### src/rtl/df_serial_add_ctrl_pkg.sv
// df_serial_add_ctrl_pkg: shared state encodings and counter sizing for the serial add units
`ifndef DF_SERIAL_ADD_CTRL_PKG_SV
`define DF_SERIAL_ADD_CTRL_PKG_SV
package df_serial_add_ctrl_pkg;
  localparam logic [1:0] DF_SA_IDLE = 2'd0;
  localparam logic [1:0] DF_SA_RUN  = 2'd1;
  localparam logic [1:0] DF_SA_DONE = 2'd2;
  typedef enum logic [1:0] {
    S_IDLE = DF_SA_IDLE,
    S_RUN  = DF_SA_RUN,
    S_DONE = DF_SA_DONE
  } df_sa_state_t;
  function automatic int df_clog2(input int n);
    return (n < 2) ? 1 : $clog2(n);
  endfunction
endpackage
`endif

### src/rtl/df_fulladder.sv
// df_fulladder: combinational full adder built from two half adders
module df_fulladder (
  input  logic a,
  input  logic b,
  input  logic ci,
  output logic s,
  output logic co
);
  logic s1, c1, c2;
  df_halfadder u_ha0 (.x(a), .y(b), .s(s1), .c(c1));
  df_halfadder u_ha1 (.x(s1), .y(ci), .s(s), .c(c2));
  assign co = c1 | c2;
endmodule

### src/rtl/df_halfadder.sv
// df_halfadder: one-bit half adder
module df_halfadder (
  input  logic x,
  input  logic y,
  output logic s,
  output logic c
);
  assign s = x ^ y;
  assign c = x & y;
endmodule

### src/rtl/df_serial_add_ctrl.sv
// df_serial_add_ctrl: bit-serial add/subtract sequencer with valid/ready operand and result handshakes
module df_serial_add_ctrl
  import df_serial_add_ctrl_pkg::*;
#(
  parameter int WIDTH = 16
) (
  input  logic             clk,
  input  logic             rst,
  input  logic             in_valid,
  output logic             in_ready,
  input  logic [WIDTH-1:0] a,
  input  logic [WIDTH-1:0] b,
  input  logic             sub,
  output logic             out_valid,
  input  logic             out_ready,
  output logic [WIDTH-1:0] sum,
  output logic             cout,
  output logic             ovf,
  output logic             busy
);
  localparam int CW = df_clog2(WIDTH);
  df_sa_state_t state;
  logic [CW-1:0] cnt;
  logic [WIDTH-1:0] sa, sb;
  logic carry, fs, fc;
  df_fulladder u_fa (.a(sa[0]), .b(sb[0]), .ci(carry), .s(fs), .co(fc));
  assign in_ready  = state == S_IDLE;
  assign out_valid = state == S_DONE;
  assign busy      = state != S_IDLE;
  // subtraction is a + ~b + 1, the +1 entering through the preset carry
  always_ff @(posedge clk)
    if (rst) begin
      state <= S_IDLE;
      cnt   <= '0;
      sa    <= '0;
      sb    <= '0;
      sum   <= '0;
      carry <= 1'b0;
      cout  <= 1'b0;
      ovf   <= 1'b0;
    end else
      case (state)
        S_IDLE: if (in_valid) begin
          sa    <= a;
          sb    <= sub ? ~b : b;
          carry <= sub;
          cnt   <= '0;
          state <= S_RUN;
        end
        S_RUN: begin
          sum   <= {fs, sum[WIDTH-1:1]};
          sa    <= sa >> 1;
          sb    <= sb >> 1;
          carry <= fc;
          if (cnt == CW'(WIDTH - 1)) begin
            cout  <= fc;
            ovf   <= fc ^ carry;
            state <= S_DONE;
          end else
            cnt <= cnt + CW'(1);
        end
        S_DONE: if (out_ready) state <= S_IDLE;
        default: state <= S_IDLE;
      endcase
endmodule

### config.mk
export PLATFORM = sky130hd
export DESIGN_NAME = df_serial_add_ctrl
export DESIGN_NICKNAME = d
export VERILOG_FILES = /design/src/rtl/df_serial_add_ctrl_pkg.sv /design/src/rtl/df_fulladder.sv /design/src/rtl/df_halfadder.sv /design/src/rtl/df_serial_add_ctrl.sv
export SDC_FILE = /design/constraint.sdc
export NUM_CORES = 1
export LEC_CHECK = 0
export BUFFER_PORTS_ARGS = -buffer_cell sky130_fd_sc_hd__buf_2
export CORE_UTILIZATION = 40
export DETAILED_ROUTE_END_ITERATION = 8
export GPL_TIMING_DRIVEN = 0
export HOLD_SLACK_MARGIN = 0.06
export PLACE_DENSITY_LB_ADDON = 0.15
export SYNTH_ARGS = -nofsm -noshare
export SYNTH_HDL_FRONTEND = slang
export SYNTH_SLANG_ARGS = --single-unit
### constraint.sdc
create_clock -name clk -period 2.1 [get_ports clk]
set_input_delay 0.105 -clock clk [delete_from_list [all_inputs] [get_ports clk]]
set_output_delay 0.105 -clock clk [all_outputs]
set_load 0.05 [all_outputs]
* Word level (Yosys, flattened, before mapping)
Cells that the tools add are included.
Word-level totals: register bits 57, input bits 37, output and inout port bits 21, word-level logic and storage cells 44
Cells by class: add/subtract/negate cells 1, equal/unequal tests 7, muxes and demuxes 14, bitwise logic cells 7, reduce and logical (&&, ||, !) cells 7
Operator list (number):
- $pmux W16 S2 | 2
- $mux W16 | 3
- $not A16 Y16 | 1
- $mux W4 | 2
- $pmux W4 S2 | 1
- $mux W2 | 3
- $ne A2 B2 Y1 const B | 3
- $pmux W2 S3 | 1
- $reduce_and A3 Y1 | 2
- $add A4 B1 Y4 const B | 1
- $eq A4 B4 Y1 const B | 1
- $reduce_and A2 Y1 | 2
- $reduce_bool A2 Y1 | 2
- $xor A1 B1 Y1 | 3
- $and A1 B1 Y1 | 2
- $eq A2 B1 Y1 const B | 1
- $eq A2 B2 Y1 const B | 1
- $logic_not A2 Y1 | 1
- $ne A2 B1 Y1 const B | 1
- $pmux W1 S2 | 1
- $mux W1 | 1
- $or A1 B1 Y1 | 1

* Longest topological paths before layout
Gate-level depths: netlist of the first run.
depth in word-level cells 4, depth in mapped cells 6, gate-level depth less buffers 4

* Cells and area by module
A second synthesis of the first run with hierarchy kept.
Unflattened totals: cells, all modules 300, area total of the unflattened synthesis 2617.5 um^2
By module, submodules not included:
- df_serial_add_ctrl | times used 1, cells each 297, area each 2586.2 um^2, seq. area each 1141.1 um^2
- df_halfadder | times used 2, cells each 1, area each 12.5 um^2, seq. area each 0.0 um^2
- df_fulladder | times used 1, cells each 1, area each 6.3 um^2, seq. area each 0.0 um^2

* Worst setup path before layout of the first run
Ideal clock, no wire load.
path type reg-to-reg, from register state[1], to register state[1], setup time 0.067 ns, data arrival time 1.443 ns, data required time 2.033 ns, slack 0.589 ns, stages on the path, launching flop included 4, clock period less this slack 1.511 ns, cell sequence dfxtp_1 nor2b_1 a22oi_1 nor2_1
On the way: cells in the longest elaborated chain, start to end 3
Ends and longest elaborated chain:
- from (decl) | line df_serial_add_ctrl.sv:22 | df_sa_state_t state;
- from (signal assigned) | line df_serial_add_ctrl.sv:33 | state <= S_IDLE;
- from (signal assigned) | line df_serial_add_ctrl.sv:48 | state <= S_RUN;
- from (signal assigned) | line df_serial_add_ctrl.sv:58 | state <= S_DONE;
- $eq A2 B2 Y1 (*)
- net out_valid | line df_serial_add_ctrl.sv:14 | output logic out_valid,
- $ne A2 B1 Y1 (no source line)
- $reduce_and A3 Y1 (no source line)
Mark *: on every way through the listed nets, which the timed path passes. The rest lies on a longest branch. A chain may end at the register's enable or synchronous reset.

* Worst setup path in the final report of the first run
from register state[0], to output in_ready
On the way: cells in the longest elaborated chain, start to end 1
Ends and longest elaborated chain:
- $logic_not A2 Y1 | line df_serial_add_ctrl.sv:27 | assign in_ready = state == S_IDLE;
- to (decl) | line df_serial_add_ctrl.sv:10 | output logic in_ready,
Every way passes these cells.

==> impl.org, run 1 <==
** Run status
- Result of the run :: complete, no violations

** Timing
- Setup repair after global routing left no endpoint under its margin.
- Achievable Freq :: 678.1 MHz
- Number of endpoints with negative hold slack in the final report :: 0
- After layout, the minimum clock period comes to 1.475 ns.
- Final critical-path setup slack :: 0.6252 ns
- Adding up every negative setup slack in the final design gives 0 ns.
- Worst hold margin :: 0.08464 ns
- Worst Tran Pin Value :: 0.6947 ns
- Share of the clock period used by the worst path :: 0.7023
- Setup violations remaining at the end of the flow were counted as 0.
- Final max-slew violation count :: 0
- Worst slew margin relative to its limit :: 0.5369
- Post-route clock skew :: 0.006088 ns

** Pwr
- Worst IR Drop VDD :: 0.4342 mV
- Pwr Total :: 2.490 mW
- The analysis attributes to cell leakage a power of 1.364 nW.
- Net Switching :: 0.6799 mW
- Of the total power, the share spent switching nets is 0.2731.
- Of the total power, combinational logic draws 0.158.
- Sequential fraction of design power :: 0.476
- Pwr/cell area :: 758.1 nW/um^2
- Cell internal power was estimated by the tool at 1.810 mW.
- The share of total power dissipated in the clock network is 0.366.

** Floorplan
- In this run the count of I/O pins placed on the die edge is 58.
- The die covers 6778 sq um.
- The region available for standard cell placement spans 6061 sq um.
- Initial core utilization :: 0.4259
- Horizontal extent of the die :: 82.33 microns
- Row count :: 28
- Die extent in y :: 82.33 microns

** CTS
- TritonCTS Sinks :: 57
- H-tree depth :: 3
- Clock latency at the later pin of the worst-skew pair :: 0.33 ns
- After clock tree synthesis, the clock-pin slew on the worst setup and hold paths is 0.07 ns.
- Buffers inserted during post-CTS setup optimization :: 0
- Root cell of the clock tree :: clkbuf_8
- Number of cells upsized or downsized after cts :: 0
- TritonCTS clock tree :: done
- Number of clock buffers inserted by TritonCTS :: 9
- The longest clock path from root to sink contains 2 buffers.

** Critical path
- By startpoint and endpoint, the worst setup path is classified as flip-flop to output pin.
- The endpoint identified for the worst register-to-register timing path is sa[15].
- Worst path buffer plus inverter count :: 2
- On the critical path the largest part of the delay comes from flip-flops.
- Flop2flop setup slack :: 0.65 ns
- For the worst flop-to-flop path, the logic depth is 4.
- At the worst endpoint, the required time is 2.00 ns.
- In this run the critical register-to-register path is launched from state[0].
- Crit path capture type :: output pin
- STA puts the critical path data arrival time at 1.37 ns.
- CP Cell Sequence :: or2_2 > inv_1 > buf_2
- Highest net fanout along the worst path :: 8
- STA classifies the critical path startpoint as a flip-flop.
- Delay of the slowest critical-path stage :: 0.40 ns
- The largest individual stage delay along the critical path comes from the cell dfxtp_1.

** Hold path
- Min-Delay Endpoint :: sb[9]
- Worst hold-check path type :: input pin to flip-flop
- Instance count along the most critical hold path :: 3
- The startpoint identified for the worst hold timing path is b[9].

** Global routing
- Vias in the first global route :: 2129
- Initial antenna violation count :: 0
- Across every metal layer, demand over resource in global routing totals 0.1958.
- Entering global routing, the biggest net connects 11 pins.
- Summed over all layers, the global routing overflow is 0.
- The first global-routing pass estimated 9.673 mm of wire.

** Synthesis
- Post-Syn Area per Cell :: 8.691 sq um
- Number of enable-type register cells in the synthesized netlist :: 0
- Largest family of logic cells by synthesized area :: compound AO/OA/AOI/OAI gates
- Most used flip-flop cell after synthesis :: dfxtp_1
- Fraction of the mapped netlist area in simple logic gates :: 0.1847
- Synthesized flop and latch total :: 57
- Async SR Flop Fraction :: 0
- After technology mapping, the gate count stands at 297.
- Synthesis warning total :: 0
- Post-synthesis cell type count :: 37
- The share of the synthesized area in compound gates (AO/OA/AOI/OAI) was 0.2370.
- Measured against the total synthesized area, the mux share comes to 0.
- Summing every instance area after synthesis gives 2581 sq um.
- Of the total synthesized cell area, the portion taken by full adders, half adders and majority gates is 0.01260.
- Of the total synthesized cell area, the portion taken by XOR and XNOR cells is 0.05768.
- Synthesis produced a netlist with a net count of 336.
- Of the synthesized area, sequential elements account for 0.4421.

** Detailed routing
- For this block, the initial DRC count from the detailed router was 125.
- The detail route stage leaves a number of antenna-violating nets equal to 0.
- Overall routed net length :: 5.993 mm
- Via count :: 2306
- For this run, the detailed router's first-pass iteration total came to 4.
- Number of DRC violations after detailed routing :: 0
- Per-cell routed wire length :: 13.06 microns
- Dividing the detail-routed via count by the number of cells gives 5.024.

** Final layout
- The net count of the finished layout is 418.
- Area added between synthesis and finish :: 27.24%
- Measured on the finished design, the core utilization comes to 0.5419.
- The finished layout holds 459 standard cells, fillers aside.
- Antenna diode count :: 0
- Of the cells placed in the final design, the portion with a size suffix greater than 1 is 0.2760.
- The finished cells cover 3284 sq um.

** Place
- The placed instances occupy a cell area of 2950 sq um.
- Port buffer count :: 55
- Worst Setup Slack post-DPL :: 0.6890 ns
- DPL Wire Length :: 4.102 mm
- The number of placed instances, taps included, is 427.
- At the end of routability-driven placement, the weighted congestion stood at 0.7336.

** Flow run
- Number of maximum-capacitance constraint violations :: 0
cells by family (layout without fill, tap and decap cells):
group / count (synthesis) / in the layout
adder cells (fa/ha/maj): 2 / 2
AO/OA/AOI/OAI: 81 / 81
flip-flops: 57 / 57
XOR/XNOR: 17 / 17
AND/OR/NAND/NOR: 114 / 114
buffers and inverters: 26 / 113
Yosys cell counts, types with 2 or more instances:
cell type / number / area share
or3_1: 2 / 0.0048
nor2_1: 46 / 0.067
xnor2_1: 16 / 0.054
buf_2: 7 / 0.014
buf_4: 6 / 0.017
clkbuf_1: 6 / 0.0087
nand3_1: 6 / 0.012
a2111oi_1: 3 / 0.012
a21oi_1: 38 / 0.074
o21ai_0: 4 / 0.0078
dfxtp_1: 57 / 0.44
buf_6: 4 / 0.017
nand2_1: 49 / 0.071
a211oi_1: 16 / 0.047
inv_1: 2 / 0.0029
a22oi_1: 2 / 0.0058
nor2_2: 3 / 0.0073
a2111oi_2: 11 / 0.064
placed cells by master (no fill, tap or decap), types with 2 or more instances in the layout:
cell type,instances
buf_4,6
buf_2,62
dfxtp_1,57
a2111oi_1,3
nand2_1,49
buf_6,4
o21ai_0,4
clkbuf_1,8
a2111oi_2,11
nor2_2,3
inv_1,2
dlygate4sd3_1,16
a22oi_1,2
nor2_1,46
clkinv_2,3
nand3_1,6
clkbuf_8,11
a211oi_1,16
or3_1,2
xnor2_1,16
a21oi_1,38
state kept, by name, indices dropped and copies added, names as in the netlist:
register and flops:
sa 16, sb 16, sum 16, cnt 4
state 2, carry 1, cout 1, ovf 1
what timing repair did:
action,4_1_cts,5_1_grt
endpoints found under the hold margin,16,0
hold buffers,16,0
setup endpoints to repair,0,0
metal layers:
metal  GRT usage  up-vias  routed length (microns)
li1            -     1190                        -
met1      0.2400     1054                     2883
met2      0.3091       48                     2683
met3     0.04396       14                      239
met4      0.1246        0                      186
met5           0        -                        0
worst max-delay path by stage:
stage                  start        to  slack [ns]  depth (start not counted)
CTS                 state[0]  in_ready        0.61                          3
finish              state[0]  in_ready        0.63                          3
detailed placement  state[0]    sa[15]        0.69                          4
floorplan           state[1]  state[1]        0.59                          3
global route        state[0]  in_ready        0.54                          3
global placement    state[0]    sa[15]        0.71                          4
worst min-delay path: stages:
cell	delay, ns
buf_2	0.08
xnor2_1	0.12
a2111oi_2	0.06
cell type report:
| type | instances | area [sq um] |
|---|---|---|
| Timing Repair Buffer | 71 | 435.4 |
| Fill cell | 577 | 2776 |
| Inverter | 2 | 7.507 |
| Buffer | 24 | 162.7 |
| Sequential cell | 57 | 1141 |
| Clock inverter | 3 | 15.01 |
| Tap cell | 75 | 93.84 |
| Multi-Input combinational cell | 214 | 1270 |
| Clock buffer | 13 | 158.9 |
power groups by stage:
stage	Sequential, mW	Clock [mW]	Combinational, mW
after floorplan	1.21	0	0.266
after global placement	1.21	0	0.369
after detailed placement	1.21	0	0.373
after CTS	1.19	0.935	0.397
after global routing	1.19	0.982	0.441
final	1.19	0.911	0.393
No activity file was read; power rests on OpenSTA's default activity.
==> run 2, diff against run 1 <==
Clock period 2.1 ns to 1.5 ns, I/O delays scaled along.
==> run 2 against run 1 <==
  * Non-clock buffer count up 8
  * Clock skew down 0.0014 ns
  * Routed wire length up 2.1%
  * Critical path type is now flip-flop to flip-flop
  * Die area unchanged
  * Power up 40%
  * Design area up 2.9%
  * Clock power up 37%
==> impl.org, run 2 (synthesis results as in run 1) <==
** Floorplan
- Initial core utilization :: 0.4259 (unchanged)
- The y dimension of the die was 82.33 microns (unchanged).
- Row count :: 28 (unchanged)
- Floorplan die area :: 6778 sq um (unchanged)
- Horizontal extent of the die :: 82.33 microns (unchanged)
- Area of the core :: 6061 sq um (unchanged)
- The I/O pin count was 58 (unchanged).

** Detailed routing
- The routed length per instance was 13.10 microns (was 13.06 microns).
- Number of DRC markers in iteration 0 :: 99 (was 125)
- The post-detailed-routing wire length is 6.119 mm (was 5.993 mm).
- The number of nets with antenna violations after routing was 0 (unchanged).
- The via density per instance came to 5.049 (was 5.024).
- The number of search-and-repair iterations in the first detailed-routing pass came to 4 (unchanged).
- Number of DRC violations after detailed routing :: 0 (unchanged)
- The total vias in the final route is 2358 (was 2306).

** Timing
- The worst-margin pin slew was 0.6811 ns (was 0.6947 ns).
- Achievable Freq :: 736.8 MHz
- Final max-slew violation count :: 0 (unchanged)
- Final critical-path setup slack :: 0.1427 ns (was 0.6252 ns)
- Number of endpoints with negative hold slack in the final report :: 0 (unchanged)
- Worst slew margin relative to its limit :: 0.5459 (was 0.5369)
- Sum of negative setup slack :: 0 ns (unchanged)
- The worst clock skew came to 0.004679 ns (was 0.006088 ns).
- In the finished design, the share of the clock period the worst path needs comes to 0.9048.
- Setup violators final :: 0 (unchanged)
- Counting I/O delays and the setup requirement, the final critical path takes 1.357 ns.
- Unrepaired setup endpoints after global routing :: false (unchanged)

** Critical path
- Data required time of the worst path :: 1.76 ns (was 2.00 ns)
- The count of buffer and inverter cells on the critical path was 0 (was 2).
- Highest net fanout along the worst path :: 5 (was 8)
- Top delay family on crit path :: simple AND/OR/NAND/NOR gates (was flip-flops)
- The nature of the critical path startpoint is a flip-flop (unchanged).
- The type of destination of the critical path was a flip-flop (was output pin).
- Delay of the slowest critical-path stage :: 0.33 ns (was 0.40 ns)
- The library cell contributing the largest single delay on the critical path is dfxtp_1 (unchanged).
- Type of the worst setup path :: flip-flop to flip-flop (was flip-flop to output pin)
- CP Cell Sequence :: ha_1 > and3_1 > or3_1 > a21oi_1 (was or2_2 > inv_1 > buf_2)
- CP arrival :: 1.62 ns (was 1.37 ns)

** Place
- The post-placement worst setup slack came to 0.07901 ns (was 0.6890 ns).
- Port buffer count :: 55 (unchanged)
- The final weighted congestion of routability-driven global placement was 0.7392 (was 0.7336).
- The post-detailed-placement half-perimeter wirelength is 4.148 mm (was 4.102 mm).

** Pwr
- Pwr Total :: 3.489 mW (was 2.490 mW)
- The total power per unit cell area is 1033 nW/um^2 (was 758.1 nW/um^2).
- Leakage power figure :: 1.400 nW (was 1.364 nW)
- Worst IR Drop VDD :: 0.6374 mV (was 0.4342 mV)

** Global routing
- The global-route usage over all layers came to 0.1980 (was 0.1958).
- The global-route congestion overflow total was 0 (unchanged).
- The number of antenna violations at the first check in global routing is 0 (unchanged).
- The number of global-route vias before repair was 2274 (was 2129).
- The wire length of the first global-routing pass is 9.977 mm (was 9.673 mm).
- The maximum number of pins on one net before global-route repair is 11 (unchanged).

** Final layout
- The combined flip-flop and latch cell area is 1144 sq um (was 1141 sq um).
- The area occupied by multi-input gates came to 1279 sq um (was 1270 sq um).
- Number of nets in the finished design :: 426 (was 418)
- The utilization after layout is 0.5574 (was 0.5419).
- Largest registers in the final layout :: sa x16, sb x16, sum x16 (unchanged)
- Fraction of layout cells with a size suffix above 1 :: 0.2781 (was 0.2760)
- FILL cells :: 588 (was 577)
- The number of inserted diodes came to 0 (unchanged).
- Area added between synthesis and finish :: 30.88% (was 27.24%)
- Most frequent cells in the layout: buf_2 (61), dfxtp_1 (55), nand2_1 (49) (was buf_2 (62), dfxtp_1 (57), nand2_1 (49)).
- Commonest non-fill, non-tap cell in the layout :: buf_2 (unchanged)

** CTS
- TritonCTS clock tree :: done (unchanged)
- The buffer count from post-CTS setup fixing was 0 (unchanged).
- H-tree depth :: 3 (unchanged)
- Clock latency at the later pin of the worst-skew pair :: 0.33 ns (about the same)
- Number of clock buffers inserted by TritonCTS :: 9 (unchanged)
- The deepest clock path buffer count is 2 (unchanged).
- TritonCTS Sinks :: 57 (unchanged)
- Root cell of the clock tree :: clkbuf_8 (unchanged)
- The clock transition at the register clock pins on the worst setup and hold paths after CTS came to 0.06 ns (was 0.07 ns).

** Flow run
- The max-capacitance violation count was 0 (unchanged).

** Run status
- Result of the run :: complete, no violations (unchanged)

** Hold path
- The path type of the worst min-delay path is input pin to flip-flop (unchanged).
[run 2: changes by cell type in the layout (fill, tap and decap cells not counted), sizes merged]
cell         change
dlygate4sd3      +8
buf              -1
clkbuf           +1
[run 2: power breakdown]
group          internal, mW  total, mW  switching, mW
clock network         0.681       1.25          0.573
logic                 0.262      0.571          0.309
registers              1.61       1.66         0.0567
[run 2: path summary, 6_finish.rpt]
| check | startpoint | endpoint | slack, ns | cells after the start |
|---|---|---|---|---|
| max | cnt[0] | cnt[0] | 0.14 | 4 |
| min | b[3] | sb[3] | 0.07 | 3 |
| max reg2reg | cnt[0] | cnt[0] | 0.14 | 4 |
| min reg2reg | sb[15] | sb[15] | 0.45 | 2 |
[run 2: tightest hold or removal path, stage by stage]
cell and delay (ns):
buf_2 0.08, xnor2_1 0.12, a2111oi_2 0.07
[run 2: stage by stage]
stage | std cells | instance area (sq um) | hold slack (ns)
floorplan | 297 | 2584 | 0.2160
global placement | 427 | 2953 | 0.3233
detailed placement | 427 | 2953 | 0.3268
CTS | 467 | 3367 | 0.06073
global route | 467 | 3378 | 0.06608
finish | 467 | 3378 | 0.06739
[run 2: what timing repair did]
| item | in CTS | in global routing |
|---|---|---|
| setup endpoints to repair | 0 | 1 |
| gates resized for setup | 0 | 4 |
| hold buffers | 24 | 0 |
| endpoints found under the hold margin | 24 | 0 |
[run 2: layout make-up]
class,count,share of cell area
Timing Repair Buffer,79,0.1533
Buffer,24,0.04815
Clock inverter,3,0.004444
Tap cell,75,0.02778
Sequential cell,57,0.3385
Inverter,2,0.002222
Clock buffer,13,0.04704
Multi-Input combinational cell,214,0.3785
[run 2: metal layers]
metal | vias up | global-route usage | part of all wire
li1 | 1209 | - | -
met1 | 1099 | 0.2299 | 0.47
met2 | 44 | 0.3463 | 0.49
met3 | 6 | 0.05934 | 0.040
met4 | 0 | 0.06316 | 0.0093
met5 | - | 0 | 0
==> run 3, diff against run 2 <==
Settings changed: CELL_PAD_IN_SITES_DETAIL_PLACEMENT set to 0, CELL_PAD_IN_SITES_GLOBAL_PLACEMENT set to 1.
==> run 3 against run 2 <==
  * Clock power about the same
  * Register-to-register slack worse by 0.02 ns
  * First-iteration DRC count down 16%
  * Non-clock buffer count down 6
  * Via count down 4.1%
  * Core utilization down 1.0 points
  * Hold slack better by 0.0032 ns
  * Combinational power down 3%
  * Critical path type is now flip-flop to output pin
  * Critical path depth down 1
  * Setup slack worse by 0.028 ns
  * Cell count down 1.3%
  * Routed wire length down 0.39%
==> impl.org, run 3 (synthesis results as in run 1) <==
** Critical path
- Top delay family on crit path :: flip-flops (was simple AND/OR/NAND/NOR gates)
- Reg2Reg Depth :: 4 (unchanged)
- CP Cell Sequence :: or2_2 > inv_1 > buf_2 (was ha_1 > and3_1 > or3_1 > a21oi_1)
- The maximum fanout count along the critical path is 8 (was 5).
- The type of destination of the critical path is an output pin (was flip-flop).
- Flop2flop setup slack :: 0.12 ns (was 0.14 ns)
- Delay of the slowest critical-path stage :: 0.38 ns (was 0.33 ns)
- Worst path slowest cell :: dfxtp_2 (was dfxtp_1)
- Worst path buffer plus inverter count :: 2 (was 0)
- The beginning of the worst register-to-register path is cnt[0] (unchanged).
- Startpoint type of the worst setup path :: flip-flop (unchanged)
- The end of the worst register-to-register path is cnt[0] (unchanged).
- The arrival time of data at the critical path endpoint was 1.31 ns (was 1.62 ns).
- Data required time of the worst path :: 1.42 ns (was 1.76 ns)
- The kind of critical path is flip-flop to output pin (was flip-flop to flip-flop).

** Detailed routing
- The via density per instance was 4.907 (was 5.049).
- The count of routing violations after the opening detailed-route iteration is 83 (was 99).
- The post-detailed-routing wire length was 6.095 mm (was 6.119 mm).
- Via count :: 2262 (was 2358)
- Number of nets with antenna violations after detailed routing :: 0 (unchanged)
- Number of DRC violations after detailed routing :: 0 (unchanged)
- The routed length per instance came to 13.22 microns (was 13.10 microns).
- The number of search-and-repair iterations in the first detailed-routing pass was 4 (unchanged).

** Final layout
- Most frequent cells in the layout: buf_2 (62), dfxtp_1 (55), nand2_1 (49) (was buf_2 (61), dfxtp_1 (55), nand2_1 (49)).
- The number of inserted diodes came to 0 (unchanged).
- The leading cell type in the layout, fill and taps excluded is buf_2 (unchanged).
- Largest registers in the final layout: sa x16, sb x16, sum x16 (unchanged).
- Area added between synthesis and finish :: 28.50% (was 30.88%)
- The net total in the final layout came to 420 (was 426).
- The filler cell count came to 601 (was 588).
- The post-route non-filler standard cell count was 461 (was 467).
- Fraction of layout cells with a size suffix above 1 :: 0.2850 (was 0.2781)

** Global routing
- Overflow after GRT :: 0 (unchanged)
- The maximum number of pins on one net before global-route repair came to 11 (unchanged).
- First-pass GRT wire length :: 10.01 mm (was 9.977 mm)
- The number of antenna violations at the first check in global routing is 0 (unchanged).
- The number of global-route vias before repair was 2186 (was 2274).
- Total Routing Usage GR :: 0.1968 (was 0.1980)

** Place
- The post-placement worst setup slack is 0.05767 ns (was 0.07901 ns).
- Port buffer count :: 55 (unchanged)
- The post-detailed-placement half-perimeter wirelength is 4.105 mm (was 4.148 mm).
- Cell count after placement :: 427 (unchanged)
- The final weighted congestion of routability-driven global placement was 0.7630 (was 0.7392).

** CTS
- TritonCTS Sinks :: 57 (unchanged)
- Clock latency at the later pin of the worst-skew pair :: 0.33 ns (about the same)
- Maximum buffer depth of the clock tree :: 2 (unchanged)
- Clock-pin slew of the registers on the worst-case setup and hold paths :: 0.06 ns (about the same)
- Root cell of the clock tree :: clkbuf_8 (unchanged)
- TritonCTS clock tree :: done (unchanged)
- Number of clock buffers inserted by TritonCTS :: 9 (unchanged)
- The H-tree depth was 3 (unchanged).

** Flow run
- The max-capacitance violation count came to 0 (unchanged).

** Floorplan
- Area of the core :: 6061 sq um (unchanged)
- Die extent in y :: 82.33 microns (unchanged)
- Horizontal extent of the die :: 82.33 microns (unchanged)
- Initial core utilization :: 0.4259 (unchanged)
- The I/O pin count was 58 (unchanged).
- Row count :: 28 (unchanged)
- The die footprint came to 6778 sq um (unchanged).

** Timing
- Setup violators final :: 0 (unchanged)
- Share of the clock period used by the worst path :: 0.9234 (was 0.9048)
- Worst slew margin relative to its limit :: 0.5342 (was 0.5459)
- The number of pins with negative max-slew slack in the final report was 0 (unchanged).
- Post-route minimum period :: 1.385 ns (was 1.357 ns)
- Unrepaired setup endpoints after global routing :: false (unchanged)
- Final critical-path setup slack :: 0.1149 ns (was 0.1427 ns)
- The highest achievable clock rate was 722.0 MHz (was 736.8 MHz).
- Number of endpoints with negative hold slack in the final report :: 0 (unchanged)
- Worst Tran Pin Value :: 0.6987 ns (was 0.6811 ns)
- The total negative slack is 0 ns (unchanged).
- Post-route clock skew :: 0.004826 ns (was 0.004679 ns)

** Pwr
- The total power per unit cell area came to 1054 nW/um^2 (was 1033 nW/um^2).
- Leakage power figure :: 1.373 nW (was 1.400 nW)
- The share of total power consumed by net switching is 0.2734 (was 0.2691).
- The power after layout was 3.495 mW (was 3.489 mW).
- Cell-internal power :: 2.540 mW (was 2.550 mW)
- Sequential fraction of design power :: 0.476 (was 0.477)
- Net Switching :: 0.9557 mW (was 0.9388 mW)
- Relative contribution of the clock network to total power :: 0.366 (was 0.360)
- The highest ir drop seen on vdd came to 0.5046 mV (was 0.6374 mV).
- The part of the total power dissipated in combinational logic came to 0.159 (was 0.164).

** Hold path
- Min-Delay Endpoint :: sb[11] (was sb[3])
- The path type of the worst min-delay path was input pin to flip-flop (unchanged).
- Hold wc startpoint :: b[11] (was b[3])
- The number of stages on the worst hold path came to 3 (unchanged).

** Run status
- Result of the run: complete, no violations (unchanged).
-- run 3: cell types whose count changed in the layout (fill, tap and decap cells not counted) --
cell           before  now
dlygate4sd3_1      24   18
and3_1              1    0
and3_2              0    1
buf_2              61   62
clkbuf_4            1    0
-- run 3: how the worst max path moves through the flow --
stage,start,slack (ns),to,cells after the start
2_1_floorplan,cnt[0],0.25,cnt[0],4
3_3_place_gp,state[0],0.08,sa[15],4
3_5_place_dp,state[0],0.06,sa[15],4
4_1_cts,state[0],0.02,sa[15],4
5_1_grt,carry,0.03,ovf,3
6_report,state[0],0.11,in_ready,3
-- run 3: metal layers --
layer / GRT usage / vias up / part of all wire
met5: 0 / - / 0
met4: 0.09123 / 0 / 0.011
met3: 0.04066 / 7 / 0.026
met2: 0.3099 / 30 / 0.46
met1: 0.2569 / 1033 / 0.50
li1: - / 1192 / -
-- run 3: cell type report --
cell class	count	area, sq um	area share
clock buffers	13	158.9	0.04791
flip-flops and latches	57	1144	0.3448
well taps	75	93.84	0.02829
multi-input cells	214	1280	0.3859
plain buffers	24	162.7	0.04904
clock inverters	3	15.01	0.004527
inverters	2	7.507	0.002263
repair buffers	73	455.4	0.1373
-- run 3: worst min-delay path, stage by stage --
cell and delay, ns:
buf_2 0.08, xnor2_1 0.12, a2111oi_2 0.06
-- run 3: per-stage QoR --
| step | hold WS (ns) | util | cell area [sq um] |
|---|---|---|---|
| finish | 0.07055 | 0.5473 | 3317 |
| global route | 0.07725 | 0.5473 | 3317 |
| CTS | 0.06070 | 0.5456 | 3307 |
| detailed placement | 0.3290 | 0.4872 | 2953 |
| global placement | 0.3223 | 0.4872 | 2953 |
| floorplan | 0.2160 | - | 2584 |
-- run 3: power by group through the flow --
stage	registers, mW	clock network [mW]	logic (mW)
2_1_floorplan	1.69	0	0.372
3_3_place_gp	1.69	0	0.518
3_5_place_dp	1.69	0	0.522
4_1_cts	1.66	1.31	0.559
5_1_grt	1.67	1.39	0.621
6_report	1.66	1.28	0.555
-- run 3: what timing repair did --
item                                    in CTS  in global routing
gates resized for setup                      0                  4
hold buffers                                18                  0
endpoints found under the setup margin       0                 17
buffers inserted                             0                  0
endpoints found under the hold margin       18                  0
